===== config.mk =====
export PLATFORM = sky130hd
export DESIGN_NAME = singlepath_seq_spy
export DESIGN_NICKNAME = d
export VERILOG_FILES = /design/src/rtl/singlepath_seq_spy.sv
export SDC_FILE = /design/constraint.sdc
export NUM_CORES = 1
export LEC_CHECK = 0
export CAP_MARGIN = 30
export CORE_AREA = 4 4 53 55
export CTS_CLUSTER_SIZE = 30
export DETAILED_ROUTE_END_ITERATION = 7
export DIE_AREA = 0 0 57 59
export PLACE_DENSITY = 0.74
export SYNTH_ARGS = -nofsm -noshare
export SYNTH_HDL_FRONTEND = slang
export SYNTH_SLANG_ARGS = --single-unit

===== constraint.sdc =====
create_clock -name clk -period 2.3 [get_ports clk]
set_input_delay 0.46 -clock clk [delete_from_list [all_inputs] [get_ports clk]]
set_output_delay 0.46 -clock clk [all_outputs]
set_load 0.02 [all_outputs]

===== src/rtl/singlepath_seq_spy.sv =====
// -----------------------------------------------------------------------------
// singlepath_seq_spy
//
// A registered launch flop drives a long chain of inverting gates that ends in
// a capture flop. A payload XOR sits at the midpoint of the chain. When the
// trigger is active, the payload inverts the captured data. The trigger is
// either the registered AND of two condition inputs (MODE=0), or a sticky
// counting FSM (MODE=1). The FSM fires after TRIG_COUNT rising edges of that
// AND while it is armed.
//
// Ports
//   clk          single clock for every register
//   rst_n        synchronous active-low reset
//   Vcc, gnd     constant ties used as gate operands in the path
//   path_in      data launched into the path
//   ht_in1/2     trigger condition inputs (event = ht_in1 & ht_in2)
//   arm          enables event counting (MODE=1)
//   clear        forces the FSM to IDLE and zeroes the counter
//   path_out     captured path result (registered)
//   trig_active  payload applied (registered)
//   trig_cnt     qualified-event count (registered)
// -----------------------------------------------------------------------------
module singlepath_seq_spy #(
  parameter int PATH_LEN   = 32,
  parameter int TRIG_COUNT = 16,
  parameter int CNT_W      = 8,
  parameter int MODE       = 1
) (
  input  logic             clk,
  input  logic             rst_n,
  input  logic             Vcc,
  input  logic             gnd,
  input  logic             path_in,
  input  logic             ht_in1,
  input  logic             ht_in2,
  input  logic             arm,
  input  logic             clear,
  output logic             path_out,
  output logic             trig_active,
  output logic [CNT_W-1:0] trig_cnt
);

  typedef enum logic [1:0] {
    S_IDLE  = 2'd0,
    S_COUNT = 2'd1,
    S_FIRED = 2'd2
  } state_t;

  localparam logic [CNT_W-1:0] LP_TRIG = CNT_W'(TRIG_COUNT);

  logic             r_launch;
  logic             r_capture;
  logic             r_ev_prev;
  logic             r_trig_active;
  logic [CNT_W-1:0] r_cnt;
  state_t           r_state;

  state_t           w_state_nxt;
  logic [CNT_W-1:0] w_cnt_nxt;
  logic [CNT_W-1:0] w_cnt_inc;
  logic             w_trig_nxt;
  logic             w_ev;
  logic             w_rise;
  logic             w_unused_gnd;

  // Links between stages: w_link[0] is the launch flop and w_link[PATH_LEN] is the path end.
  logic             w_link [0:PATH_LEN];

  // gnd is a tie that the gate chain does not need.
  assign w_unused_gnd = gnd;

  assign w_link[0] = r_launch;

  // Gate chain. Even-indexed stages are NAND-with-Vcc and odd-indexed stages
  // are NOT. PATH_LEN is even, so the chain inverts an even number of times
  // and is non-inverting overall. The payload XOR sits at the input of stage
  // PATH_LEN/2, which is the output of the first half of the chain.
  for (genvar g = 0; g < PATH_LEN; g++) begin : g_stage
    (* keep = "true" *) logic w_net;
    logic w_in;

    if (g == PATH_LEN / 2) begin : g_payload
      assign w_in = w_link[g] ^ r_trig_active;
    end else begin : g_plain
      assign w_in = w_link[g];
    end

    if ((g % 2) == 0) begin : g_nand
      assign w_net = ~(w_in & Vcc);
    end else begin : g_not
      assign w_net = ~w_in;
    end

    assign w_link[g+1] = w_net;
  end

  // Level-held events count once, so only a 0->1 change of ev qualifies.
  assign w_ev      = ht_in1 & ht_in2;
  assign w_rise    = w_ev & ~r_ev_prev;
  assign w_cnt_inc = r_cnt + CNT_W'(1'b1);

  // Trigger next-state, next-count and next-payload logic.
  always_comb begin
    w_state_nxt = r_state;
    w_cnt_nxt   = r_cnt;
    w_trig_nxt  = 1'b0;
    if (MODE == 0) begin
      w_state_nxt = S_IDLE;
      w_cnt_nxt   = {CNT_W{1'b0}};
      w_trig_nxt  = w_ev;
    end else begin
      if (clear) begin
        w_state_nxt = S_IDLE;
        w_cnt_nxt   = {CNT_W{1'b0}};
      end else begin
        case (r_state)
          S_IDLE: begin
            // An event during the arming cycle is not counted.
            w_cnt_nxt = {CNT_W{1'b0}};
            if (arm) begin
              w_state_nxt = S_COUNT;
            end else begin
              w_state_nxt = S_IDLE;
            end
          end
          S_COUNT: begin
            if (!arm) begin
              w_state_nxt = S_IDLE;
              w_cnt_nxt   = {CNT_W{1'b0}};
            end else if (w_rise && (r_cnt != LP_TRIG)) begin
              w_cnt_nxt = w_cnt_inc;
              if (w_cnt_inc == LP_TRIG) begin
                w_state_nxt = S_FIRED;
              end else begin
                w_state_nxt = S_COUNT;
              end
            end else begin
              w_state_nxt = S_COUNT;
            end
          end
          S_FIRED: begin
            // Sticky until clear or reset.
            w_state_nxt = S_FIRED;
            w_cnt_nxt   = LP_TRIG;
          end
          default: begin
            w_state_nxt = S_IDLE;
            w_cnt_nxt   = {CNT_W{1'b0}};
          end
        endcase
      end
      // Registering this makes trig_active track the FIRED state exactly.
      w_trig_nxt = (w_state_nxt == S_FIRED);
    end
  end

  // Launch/capture flops, event history, FSM state, counter and payload enable.
  always_ff @(posedge clk) begin
    if (!rst_n) begin
      r_launch      <= 1'b0;
      r_capture     <= 1'b0;
      r_ev_prev     <= 1'b0;
      r_trig_active <= 1'b0;
      r_cnt         <= {CNT_W{1'b0}};
      r_state       <= S_IDLE;
    end else begin
      r_launch      <= path_in;
      r_capture     <= w_link[PATH_LEN];
      r_ev_prev     <= w_ev;
      r_trig_active <= w_trig_nxt;
      r_cnt         <= w_cnt_nxt;
      r_state       <= w_state_nxt;
    end
  end

  assign path_out    = r_capture;
  assign trig_active = r_trig_active;
  assign trig_cnt    = r_cnt;

endmodule


After elaboration in Yosys (flattened, before gate mapping)
Index checks and enable logic that the tools add are counted.
Widths: inputs -> output; s select.
{"block": "totals", "regBits": 14, "inputBits": 9, "output_inout_bits": 10, "word_cells": 62}
{"block": "op_classes", "addsub": 1, "n_eq_ne": 6, "muxes": 9, "n_bitwise": 37, "n_reduce_logical": 3}
{"op": "$and 1x1->1", "n": 18}
{"op": "$not 1->1", "n": 18}
{"op": "$mux 8", "n": 2}
{"op": "$pmux 8 s2", "n": 1}
{"op": "$add 8x1->8 const B", "n": 1}
{"op": "$eq 8x5->1 const B", "n": 1}
{"op": "$mux 2", "n": 4}
{"op": "$ne 8x5->1 const B", "n": 1}
{"op": "$pmux 2 s3", "n": 1}
{"op": "$eq 2x2->1 const B", "n": 2}
{"op": "$ne 3x3->1 const B", "n": 1}
{"op": "$eq 2x1->1 const B", "n": 1}
{"op": "$logic_not 2->1", "n": 1}
{"op": "$reduce_or 2->1", "n": 1}
{"op": "$logic_and 1x1->1", "n": 1}
{"op": "$mux 1", "n": 1}
{"op": "$xor 1x1->1", "n": 1}

Depth between registers and ports, before layout
{"block": "depth", "depth_word": 18, "depth_mapped": 7, "ltp_nobuf": 6}

Least setup slack after synthesis
Ideal clock, no wire load.
{"block": "synth_timing", "kind": "reg2reg", "start": "register r_cnt[0] (netlist: trig_cnt[0])", "end": "register r_cnt[2] (netlist: trig_cnt[2])", "setup_ns": 0.070, "t_arrival_ns": 1.920, "required_ns": 2.230, "slack_ns": 0.310, "stages_incl_launch_ff": 8, "n_path_buf": 1, "period_less_slack_ns": 1.990, "path_cell_list": "dfxtp_1 > inv_1 > ha_1 > a311oi_2 > nor2_2 > buf_6 > or4b_1 > a21oi_1"}
{"block": "synth_between", "elab_chain_cells": 4, "elab_cells_between_ends": 7, "cone_classes": "add/sub (1); eq/ne (2); mux (3); reduce/logical (1)"}
{"element": "from (decl)", "line": "55", "source": "logic [CNT_W-1:0] r_cnt;"}
{"element": "from (signal assigned)", "line": "164", "source": "r_cnt <= {CNT_W{1'b0}};"}
{"element": "from (signal assigned)", "line": "171", "source": "r_cnt <= w_cnt_nxt;"}
{"element": "$add 8x1->8", "line": "100", "source": "assign w_cnt_inc = r_cnt + CNT_W'(1'b1);"}
{"element": "$mux 8", "line": "130", "source": "end else if (w_rise && (r_cnt != LP_TRIG)) begin"}
{"element": "$mux 8", "line": "127", "source": "if (!arm) begin"}
{"element": "$pmux 8 s2", "line": "116", "source": "case (r_state)"}
Parallel ways exist; a longest one is shown, timed or not. The select of a mux whose other input is x is not followed.
A chain may end at the register's enable or synchronous reset.

Worst setup path in the final report
{"block": "layout_timing", "start": "register r_cnt[0] (netlist: trig_cnt[0])", "end": "register r_state[0]"}
{"block": "layout_between", "elab_chain_cells": 7, "elab_cells_between_ends": 9, "cone_classes": "add/sub (1); eq/ne (2); mux (5); reduce/logical (1)"}
{"element": "$add 8x1->8", "line": "100"}
{"element": "$eq 8x5->1", "line": "132", "source": "if (w_cnt_inc == LP_TRIG) begin"}
{"element": "$mux 2", "line": "132"}
{"element": "$mux 2 *", "line": "130"}
{"element": "$mux 2 *", "line": "127"}
{"element": "$pmux 2 s3 *", "line": "116"}
{"element": "$mux 2 *", "line": "112", "source": "if (clear) begin"}
{"element": "to (signal assigned)", "line": "172", "source": "r_state <= w_state_nxt;"}
{"element": "to (decl)", "line": "56", "source": "state_t r_state;"}
Mark *: on every way between the ends. The rest lies on a longest branch, timed or not.

==> summary.log <==
[drt] initial drt markers 31
[logic_synthesis] yosys warns 0
[global_routing] maximum number of pins on one net before global-route repair 15
[global_routing] global-route track usage on met2 0.246
[die] width of the chip 57 µm
[logic_synthesis] Synth Area per Inst 8.40 µm²
[worst_setup_path] length in cells of the worst reg-to-reg path 6
[global_routing] antenna violations before repair 0
[place] post-detailed-placement cell area 0.00108 mm²
[global_routing] busiest metal layer after global routing met2
[worst_setup_path] critical path required time 2490 ps
[cells_and_area] final net count 142
[pwr] static power due to leakage 0.371 nW
[drt] sum of routed wire length over all layers 1980 µm
[clock_network] clock root buffer clkbuf_4
[logic_synthesis] Synthesized Nets 125
[drt] First-pass DRT Iterations 4
[global_routing] grt met3 use 0.0131
[drt] vias per cell 5.31
[cells_and_area] multi-input gate area in the final layout 556 µm²
[clock_network] CTS buffer count 3
[worst_setup_path] chain of cells forming the critical path ha_1, and3_1, nor4b_1, o21ai_0, a211o_1, o2111a_1
[cells_and_area] register area 280 µm²
[status] outcome completed
[timing] total setup violations reported at the end of the flow 0
[cells_and_area] non-filler instance count after layout 154
[die] number of primary I/O pins 19
[drt] average detailed-routed wire length per instance 12.9 µm
[global_routing] overall overflow remaining after global route 0
[cells_and_area] Inserted Diodes 0
[clock_network] clock slew seen by the registers of the worst setup and hold paths 90 ps
[timing] worst relative slew slack 0.697
[worst_setup_path] type of the setup path with the least slack reg -> reg
[worst_setup_path] crit path capture type register
[die] Initial Utilization 0.384
[timing] highest achievable clock rate 502 MHz
[clock_network] maximum buffer depth of the clock tree 2
[timing] post-route fraction of the period consumed by the critical path 0.866
[worst_setup_path] number of gates on the worst path with buffers counted 6
[cells_and_area] share of final-layout standard cells stronger than drive strength 1 0.0726
[drt] via count of the routed design 817
[timing] max-slew violation total from the final report 0
[worst_hold_path] Hold Path Class reg -> reg
[place] count of input and output buffers 17
[pwr] maximum vdd ir drop 193 µV
[worst_setup_path] peak per-stage delay on the critical path 390 ps
[drt] remaining routing DRC violations 0
[timing] RSZ-0062 raised after global routing no
[pwr] PD cells 391 mW/mm²
[global_routing] vias in the first global route 796
[worst_setup_path] arrival time worst endpoint 2180 ps
[run] number of max-capacitance violations reported 0
[worst_setup_path] CP max stage cell dfxtp_1
[place] pre-CTS setup slack -0.0626 ps
[clock_network] Sinks on Clock Net 14
[drt] antenna viol nets, final 0
[timing] Least-Margin Pin Slew 454 ps
[cells_and_area] post-route cell area 0.00110 mm²
[timing] post-route worst hold slack 576 ps
[clock_network] clock latency at the later pin of the worst-skew pair 290 ps
[die] Core Rows 18
[worst_hold_path] cell depth of the worst min-delay path 1
[clock_network] count of buffers added by post-CTS timing repair for setup 0
[global_routing] Overall Global Routing Usage 0.133
[worst_setup_path] type of origin of the critical path register
[worst_setup_path] buffers and inverters on the worst path 0
[clock_network] CTS tree built
[cells_and_area] relative area change from synthesis to final layout 20.1%
[timing] Total Neg Setup Slack 0 ps
[cells_and_area] highest-count cells in the layout ignoring fill and taps 17 x clkdlybuf4s50_1, 14 x dfxtp_1, 12 x nor2_1
[timing] final number of hold-violating endpoints 0
[clock_network] number of H-tree levels 1
[global_routing] met1 layer usage reported by global route 0.148
[global_routing] first-pass GRT wire length 3500 µm
[die] Die Y 59 µm
[cells_and_area] number of fill cells in the layout 240
[cells_and_area] most frequent standard cell in the layout excluding fill and tap cells clkdlybuf4s50_1
[die] die area 0.00336 mm²
[place] RD Place Congestion 0.799
[worst_setup_path] largest fanout of any net on the critical path 9
[logic_synthesis] combined area of all synthesized cells 916 µm²
[timing] setup clock skew after layout 4.02 ps
[place] Placed Instances 151
[timing] final worst-path setup slack 309 ps
[die] floorplan core area 0.00239 mm²
[timing] crit path time final 1990 ps
[place] Detail Placement HPWL 1520 µm
[worst_setup_path] cell class contributing the biggest share of worst-path delay compound AO/OA/AOI/OAI gates
[clock_network] hold bufs inserted after CTS 0
[clock_network] count of instances resized after the clock tree is built 0
[logic_synthesis] Post-Syn Instances 109
state kept, by name, summed over array words and instances (netlist names):
name	flops
trig_cnt	8
path_out	1
r_ev_prev	1
r_state	2
g_stage.w_in	1
trig_active	1
area by class of cell:
type                            instances  area share
Timing Repair Buffer                   19       0.168
Clock buffer                            3      0.0205
Tap cell                               30      0.0341
Inverter                                5      0.0171
Sequential cell                        14       0.255
Multi-Input combinational cell         83       0.505
power breakdown:
group / internal [mW] / total (mW) / switching [mW]
Clock: 0.0609 / 0.147 / 0.0864
Sequential: 0.245 / 0.247 / 0.00189
Combinational: 0.0193 / 0.0357 / 0.0164
Total: 0.325 / 0.430 / 0.105
metal layers:
| layer | routed length (µm) | vias to the layer above |
|---|---|---|
| met2 | 1050 | 12 |
| met3 | 41 | 4 |
| met1 | 843 | 373 |
| met5 | 0 | - |
| li1 | - | 428 |
| met4 | 42 | 0 |
path summary, 6_finish.rpt:
kind / from / to / slack, ps
max: trig_cnt[0]$_SDFFE_PP0P_ / r_state[0]$_SDFF_PN0_ / 310
min: r_state[0]$_SDFF_PN0_ / r_state[1]$_SDFF_PN0_ / 580
min reg2reg: r_state[0]$_SDFF_PN0_ / r_state[1]$_SDFF_PN0_ / 580
max reg2reg: trig_cnt[0]$_SDFFE_PP0P_ / r_state[0]$_SDFF_PN0_ / 310
stage by stage:
stage	utilization	power, mW
final	0.461	0.430
after global routing	0.461	0.443
after CTS	0.461	0.433
after floorplan	-	0.269
after global placement	0.451	0.286
after detailed placement	0.451	0.289
worst register-to-register path, cell delays in order, from the launching register on:
cell and delay [ps]:
dfxtp_1 390, ha_1 300, and3_1 250, nor4b_1 240, o21ai_0 120, a211o_1 360
o2111a_1 240
(Power assumes the default switching activity.)
